==> config.mk <==
export PLATFORM = sky130hd
export DESIGN_NAME = sr_latch_bank_seq
export DESIGN_NICKNAME = d
export VERILOG_FILES = /design/src/rtl/sr_latch_pkg.sv /design/src/rtl/sr_latch_bank_seq_phase_timer.sv /design/src/rtl/sr_latch_bank_seq.sv
export SDC_FILE = /design/constraint.sdc
export NUM_CORES = 1
export LEC_CHECK = 0
export CORE_MARGIN = 4
export CORE_UTILIZATION = 39
export DETAILED_ROUTE_END_ITERATION = 16
export DONT_BUFFER_PORTS = 1
export GPL_TIMING_DRIVEN = 0
export PLACE_DENSITY_LB_ADDON = 0.05
export SETUP_SLACK_MARGIN = 0.02
export SLEW_MARGIN = 10
export SYNTH_ARGS = -nofsm -noshare
export SYNTH_HDL_FRONTEND = slang
export SYNTH_SLANG_ARGS = --single-unit
==> constraint.sdc <==
create_clock -name clk -period 3.5 [get_ports clk]
set_clock_uncertainty 0.15 [all_clocks]
set_input_delay 0.7 -clock clk [delete_from_list [all_inputs] [get_ports clk]]
set_output_delay 0.7 -clock clk [all_outputs]
set_load 0.01 [all_outputs]
==> src/rtl/sr_latch_pkg.sv <==
`default_nettype none
// ============================================================================
// Module   : sr_latch_pkg
// Brief    : Shared encodings and helpers for the SR latch bank write sequencer
// Revision : 1.0 - initial release
// ============================================================================
package sr_latch_pkg;

    // Sequencer state encodings (3 bits)
    localparam logic [2:0] ST_IDLE   = 3'd0;
    localparam logic [2:0] ST_SETUP  = 3'd1;
    localparam logic [2:0] ST_ENABLE = 3'd2;
    localparam logic [2:0] ST_HOLD   = 3'd3;
    localparam logic [2:0] ST_CHECK  = 3'd4;
    localparam logic [2:0] ST_REJECT = 3'd5;

    // Command operation codes carried on cmd_val
    localparam logic OP_SET   = 1'b1;
    localparam logic OP_CLEAR = 1'b0;

    typedef enum logic [2:0] {
        STATE_IDLE   = ST_IDLE,
        STATE_SETUP  = ST_SETUP,
        STATE_ENABLE = ST_ENABLE,
        STATE_HOLD   = ST_HOLD,
        STATE_CHECK  = ST_CHECK,
        STATE_REJECT = ST_REJECT
    } state_t;

    // Largest of three phase durations; sizes the shared phase counter
    function automatic int max3(input int a, input int b, input int c);
        int m;
        m = (a > b) ? a : b;
        return (m > c) ? m : c;
    endfunction

endpackage
`default_nettype wire

==> src/rtl/sr_latch_bank_seq_phase_timer.sv <==
`default_nettype none
// ============================================================================
// Module   : phase_timer
// Brief    : Loadable down-counter timing the SETUP/ENABLE/HOLD phases
// Revision : 1.0 - initial release
// ============================================================================
module phase_timer #(
    parameter int W = 3
) (
    input  logic         clk,
    input  logic         rst,
    input  logic         i_load,
    input  logic [W-1:0] i_load_val,
    input  logic         i_tick,
    output logic         o_zero
);

    logic [W-1:0] r_cnt;

    // Load takes priority; otherwise count down and park at zero
    always_ff @(posedge clk or posedge rst) begin
        if (rst) begin
            r_cnt <= '0;
        end else if (i_load) begin
            r_cnt <= i_load_val;
        end else if (i_tick && (r_cnt != '0)) begin
            r_cnt <= r_cnt - W'(1);
        end
    end

    assign o_zero = (r_cnt == '0);

endmodule
`default_nettype wire

==> src/rtl/sr_latch_bank_seq.sv <==
`default_nettype none
// ============================================================================
// Module   : sr_latch_bank_seq
// Brief    : Write sequencer for a bank of gated SR latch cells. Drives S/R
//            with setup, pulses E, holds S/R, then checks the readback Q.
// Revision : 1.0 - initial release
// ============================================================================
module sr_latch_bank_seq
    import sr_latch_pkg::*;
#(
    parameter int NUM_LATCH = 8,
    parameter int AW        = 3,
    parameter int SETUP_CYC = 2,
    parameter int EN_CYC    = 2,
    parameter int HOLD_CYC  = 1
) (
    input  logic                 clk,
    input  logic                 rst,
    input  logic                 cmd_valid,
    output logic                 cmd_ready,
    input  logic [AW-1:0]        cmd_addr,
    input  logic                 cmd_val,
    output logic [NUM_LATCH-1:0] lat_s,
    output logic [NUM_LATCH-1:0] lat_r,
    output logic [NUM_LATCH-1:0] lat_e,
    input  logic [NUM_LATCH-1:0] lat_q,
    output logic                 busy,
    output logic                 done,
    output logic                 err
);

    localparam int c_CW = $clog2(max3(SETUP_CYC, EN_CYC, HOLD_CYC)) + 1;
    localparam logic [NUM_LATCH-1:0] c_ONE = {{(NUM_LATCH-1){1'b0}}, 1'b1};

    state_t               r_state;
    state_t               w_state_nxt;
    logic [AW-1:0]        r_addr;
    logic                 r_val;
    logic [AW-1:0]        w_addr_nxt;
    logic                 w_val_nxt;
    logic                 w_accept;
    logic                 w_addr_ok;
    logic                 w_load;
    logic [c_CW-1:0]      w_load_val;
    logic                 w_tick;
    logic                 w_zero;
    logic [NUM_LATCH-1:0] w_oh_nxt;
    logic [NUM_LATCH-1:0] w_oh_cur;
    logic [NUM_LATCH-1:0] w_s_nxt;
    logic [NUM_LATCH-1:0] w_r_nxt;
    logic [NUM_LATCH-1:0] w_e_nxt;
    logic                 w_done_nxt;
    logic                 w_err_nxt;
    logic                 w_q_bad;

    assign w_accept   = cmd_valid & cmd_ready;
    assign w_addr_ok  = (32'(cmd_addr) < NUM_LATCH);
    assign w_addr_nxt = w_accept ? cmd_addr : r_addr;
    assign w_val_nxt  = w_accept ? cmd_val  : r_val;
    assign w_oh_nxt   = c_ONE << w_addr_nxt;
    assign w_oh_cur   = c_ONE << r_addr;
    // Readback of the addressed cell, taken on the edge that enters CHECK so
    // err is registered alongside done
    assign w_q_bad    = ((|(lat_q & w_oh_cur)) != r_val);

    phase_timer #(
        .W (c_CW)
    ) u_phase_timer (
        .clk        (clk),
        .rst        (rst),
        .i_load     (w_load),
        .i_load_val (w_load_val),
        .i_tick     (w_tick),
        .o_zero     (w_zero)
    );

    // State register
    always_ff @(posedge clk or posedge rst) begin
        if (rst) begin
            r_state <= STATE_IDLE;
        end else begin
            r_state <= w_state_nxt;
        end
    end

    // Command capture at accept; later cmd_addr/cmd_val changes are ignored
    always_ff @(posedge clk or posedge rst) begin
        if (rst) begin
            r_addr <= '0;
            r_val  <= OP_CLEAR;
        end else if (w_accept) begin
            r_addr <= cmd_addr;
            r_val  <= cmd_val;
        end
    end

    // Next-state, phase timer control and next-output decode
    always_comb begin
        w_state_nxt = r_state;
        w_load      = 1'b0;
        w_load_val  = '0;
        w_tick      = 1'b0;
        case (r_state)
            STATE_IDLE: begin
                if (w_accept) begin
                    if (w_addr_ok) begin
                        w_state_nxt = STATE_SETUP;
                        w_load      = 1'b1;
                        w_load_val  = c_CW'(SETUP_CYC - 1);
                    end else begin
                        w_state_nxt = STATE_REJECT;
                    end
                end
            end
            STATE_SETUP: begin
                if (w_zero) begin
                    w_state_nxt = STATE_ENABLE;
                    w_load      = 1'b1;
                    w_load_val  = c_CW'(EN_CYC - 1);
                end else begin
                    w_tick = 1'b1;
                end
            end
            STATE_ENABLE: begin
                if (w_zero) begin
                    w_state_nxt = STATE_HOLD;
                    w_load      = 1'b1;
                    w_load_val  = c_CW'(HOLD_CYC - 1);
                end else begin
                    w_tick = 1'b1;
                end
            end
            STATE_HOLD: begin
                if (w_zero) begin
                    w_state_nxt = STATE_CHECK;
                end else begin
                    w_tick = 1'b1;
                end
            end
            default: begin
                w_state_nxt = STATE_IDLE;
            end
        endcase

        w_s_nxt    = '0;
        w_r_nxt    = '0;
        w_e_nxt    = '0;
        w_done_nxt = 1'b0;
        w_err_nxt  = 1'b0;
        case (w_state_nxt)
            STATE_SETUP, STATE_ENABLE, STATE_HOLD: begin
                w_s_nxt = (w_val_nxt == OP_SET)   ? w_oh_nxt : '0;
                w_r_nxt = (w_val_nxt == OP_CLEAR) ? w_oh_nxt : '0;
                if (w_state_nxt == STATE_ENABLE) begin
                    w_e_nxt = w_oh_nxt;
                end
            end
            STATE_CHECK: begin
                w_done_nxt = 1'b1;
                w_err_nxt  = w_q_bad;
            end
            STATE_REJECT: begin
                w_done_nxt = 1'b1;
                w_err_nxt  = 1'b1;
            end
            default: begin
            end
        endcase
    end

    // Registered outputs; reset drops every drive so the cells keep state
    always_ff @(posedge clk or posedge rst) begin
        if (rst) begin
            lat_s     <= '0;
            lat_r     <= '0;
            lat_e     <= '0;
            cmd_ready <= 1'b1;
            busy      <= 1'b0;
            done      <= 1'b0;
            err       <= 1'b0;
        end else begin
            lat_s     <= w_s_nxt;
            lat_r     <= w_r_nxt;
            lat_e     <= w_e_nxt;
            cmd_ready <= (w_state_nxt == STATE_IDLE);
            busy      <= (w_state_nxt != STATE_IDLE);
            done      <= w_done_nxt;
            err       <= w_err_nxt;
        end
    end

endmodule
`default_nettype wire
==> impl_metrics.env <==
export IMPL_status="finished, final reports clean"
export IMPL_synth_distinct_cells=34
export IMPL_clkLatencyLatePin_ns=0.28
export IMPL_cts_htree_levels=2
export IMPL_yosys_area_share_simple_pct=19.7
export IMPL_layout_cells_non_filler=195
export IMPL_grt_max_degree=38
export IMPL_rsz0062_at_grt="false"
export IMPL_worstSetupEndpointType="flip-flop"
export IMPL_synth_xor_area_share_pct=0.572
export IMPL_ctsResizeCount=0
export IMPL_synth_warnings=0
export IMPL_setup_viol=0
export IMPL_wl_per_cell_um=14.7
export IMPL_routed_wirelength_um=2860
export IMPL_synth_mux_area_share_pct=7.68
export IMPL_synth_cell_area_um2=1530
export IMPL_fin_setup_tns_ns=0
export IMPL_vias=964
export IMPL_irDropWorstVdd_mv=0.281
export IMPL_arrival_ns=1.90
export IMPL_clockBufferDepth=2
export IMPL_async_flop_share_pct=100
export IMPL_synth_area_per_cell_um2=11.0
export IMPL_timing_rr_start="u_phase_timer.r_cnt[0]"
export IMPL_track_usage_pct=12.6
export IMPL_maxSlewHeadroom_pct=49.9
export IMPL_drive_above_1_share_pct=15.6
export IMPL_hold_viol=0
export IMPL_diodes=0
export IMPL_critPathRequiredTime_ns=3.50
export IMPL_worst_path_max_fanout=10
export IMPL_cellPowerDensity_nw_per_um2=896
export IMPL_crit_path_start_kind="flip-flop"
export IMPL_period_share_pct=54.2
export IMPL_synth_edf_count=0
export IMPL_synth_seq_cells=37
export IMPL_die_w_um=70.7
export IMPL_fin_nets=162
export IMPL_finish_utilization_pct=45.1
export IMPL_worstMarginPinSlew_ns=0.750
export IMPL_synth_nets=155
export IMPL_yosysTopAreaCellShare_pct=58.8
export IMPL_rows=22
export IMPL_place_congestion=0.806
export IMPL_overflow=0
export IMPL_cts_tree="yes"
export IMPL_yosys_area_top_type="dfrtp_1"
export IMPL_hp_class="in -> async"
export IMPL_grt_pass1_vias=980
export IMPL_synth_fa_ha_area_share_pct=0.817
export IMPL_avgViaCountPerCell=4.94
export IMPL_synth_top_family_by_area="simple AND/OR/NAND/NOR gates"
export IMPL_root_buffer="clkbuf_8"
export IMPL_cts_sinks=37
export IMPL_dominantRegCellSynth="dfrtp_1"
export IMPL_synth_area_leaders="dfrtp_1, nor2_1, mux2i_1"
export IMPL_portBuffers=0
export IMPL_p_leak_nw=0.831
export IMPL_initial_core_util_pct=41.2
export IMPL_timing_rr_end="u_phase_timer.r_cnt[0]"
export IMPL_fmax_ghz=0.527
export IMPL_fp_dieH_um=70.7
export IMPL_ant_nets=0
export IMPL_reg2reg_setup_slack_ns=1.60
export IMPL_placedCellCount=187
export IMPL_cap_violations=0
export IMPL_slew_viol_final=0
export IMPL_synthMostInstantiatedCell="dfrtp_1"
export IMPL_antenna_found_initial=0
export IMPL_postCtsSetupRepairBufs=0
export IMPL_fp_coreArea_um2=3720
export IMPL_path_class="reg -> reg"
export IMPL_syn_inst=139
export IMPL_ios=43
export IMPL_ff2ff_path_depth=6
export IMPL_dieArea_um2=4990
export IMPL_period_minus_slack_ns=1.90
export IMPL_initialDrtViolationCount=49
export IMPL_clkTransAtPathRegs_ns=0.07
export IMPL_grt_pass1_wl_um=4810
export IMPL_synthTopCellsByCount="dfrtp_1, nor2_1, nand2_1"
export IMPL_dr_pass1_iters=4
export IMPL_numCtsBuffers=5
export IMPL_synth_compound_area_share_pct=6.70
export IMPL_dp_hpwl_um=2050
export IMPL_drcViolationCount=0
export IMPL_ys_seq_area_share_pct=60.5
export IMPL_hold_buffers=0
export IMPL_area_growth_pct=9.31
## per-layer routing
layer | global-route usage [%] | routed length, um | vias to the layer above
met5 | 0 | 0 | -
met4 | 5.01 | 42 | 0
met3 | 5.68 | 224 | 4
met2 | 18.9 | 1340 | 36
met1 | 16.0 | 1260 | 455
li1 | - | - | 469
## worst max-delay path by stage
stage | to | from
2_1_floorplan | lat_r[3] | cmd_valid
3_3_place_gp | lat_e[2] | rst
3_5_place_dp | lat_r[1] | cmd_valid
4_1_cts | u_phase_timer.r_cnt[0] | u_phase_timer.r_cnt[0]
5_1_grt | lat_e[7] | u_phase_timer.r_cnt[0]
6_report | u_phase_timer.r_cnt[0] | u_phase_timer.r_cnt[0]
## per-stage QoR
step | hold WS (ns) | setup slack [ns] | power (mW) | instance area (um^2)
3_3_place_gp | 0.403 | 1.48 | 1.23 | 1590
4_1_cts | 0.301 | 1.59 | 1.53 | 1670
5_1_grt | 0.347 | 1.41 | 1.63 | 1670
6_report | 0.282 | 1.60 | 1.50 | 1670
3_5_place_dp | 0.416 | 1.54 | 1.25 | 1590
2_1_floorplan | 0.361 | 1.70 | 1.11 | 1530
## cell type report
type	count	area (um^2)
clock buffer	6	72.6
inverter	7	26.3
sequential	37	927
tap	48	60.1
clock inverter	2	10.0
fill	370	2040
buffer	5	35.0
multi-input combinational	90	543
## logic make-up (layout without fill, tap and decap cells)
kind of cell    after synthesis  after routing
flops                        37             37
buf+inv                      12             20
fa+ha+maj                     1              1
mux                          11             11
xor+xnor                      1              1
compound gates               15             15
simple gates                 62             62
## sequential cells by signal (all words and copies together) (netlist names)
signal,flops
busy,1
cmd_ready,1
done,1
err,1
lat_e,8
lat_r,8
lat_s,8
r_addr,3
r_state,3
r_val,1
u_phase_timer.r_cnt,2
## worst max-delay path, cell delays in order (launching register included)
cell and delay, ns:
dfrtp_1 0.35, inv_1 0.08, ha_1 0.19, clkbuf_1 0.20
or4b_2 0.65, o21ai_0 0.09, a21oi_1 0.05
## where the power goes
| part | switching, mW | total (mW) | internal [mW] |
|---|---|---|---|
| combinational | 0.342 | 0.558 | 0.215 |
| sequential | 0.107 | 0.664 | 0.557 |
| clock | 0.140 | 0.278 | 0.138 |
| total | 0.590 | 1.50 | 0.910 |
## placed cells by master (no fill, tap or decap), drive strengths merged, types with 2 or more instances in the layout
cell,Yosys,final
inv,7,7
clkinv,0,2
mux2,3,3
nand3,3,3
a21oi,4,4
clkbuf,2,8
nor2b,2,2
buf,3,3
o21ai,5,5
nand2b,4,4
nand2,12,12
a2bb2oi,2,2
nor2,32,32
mux2i,8,8
and4b,2,2
dfrtp,36,36
(Power assumes the default switching activity.)
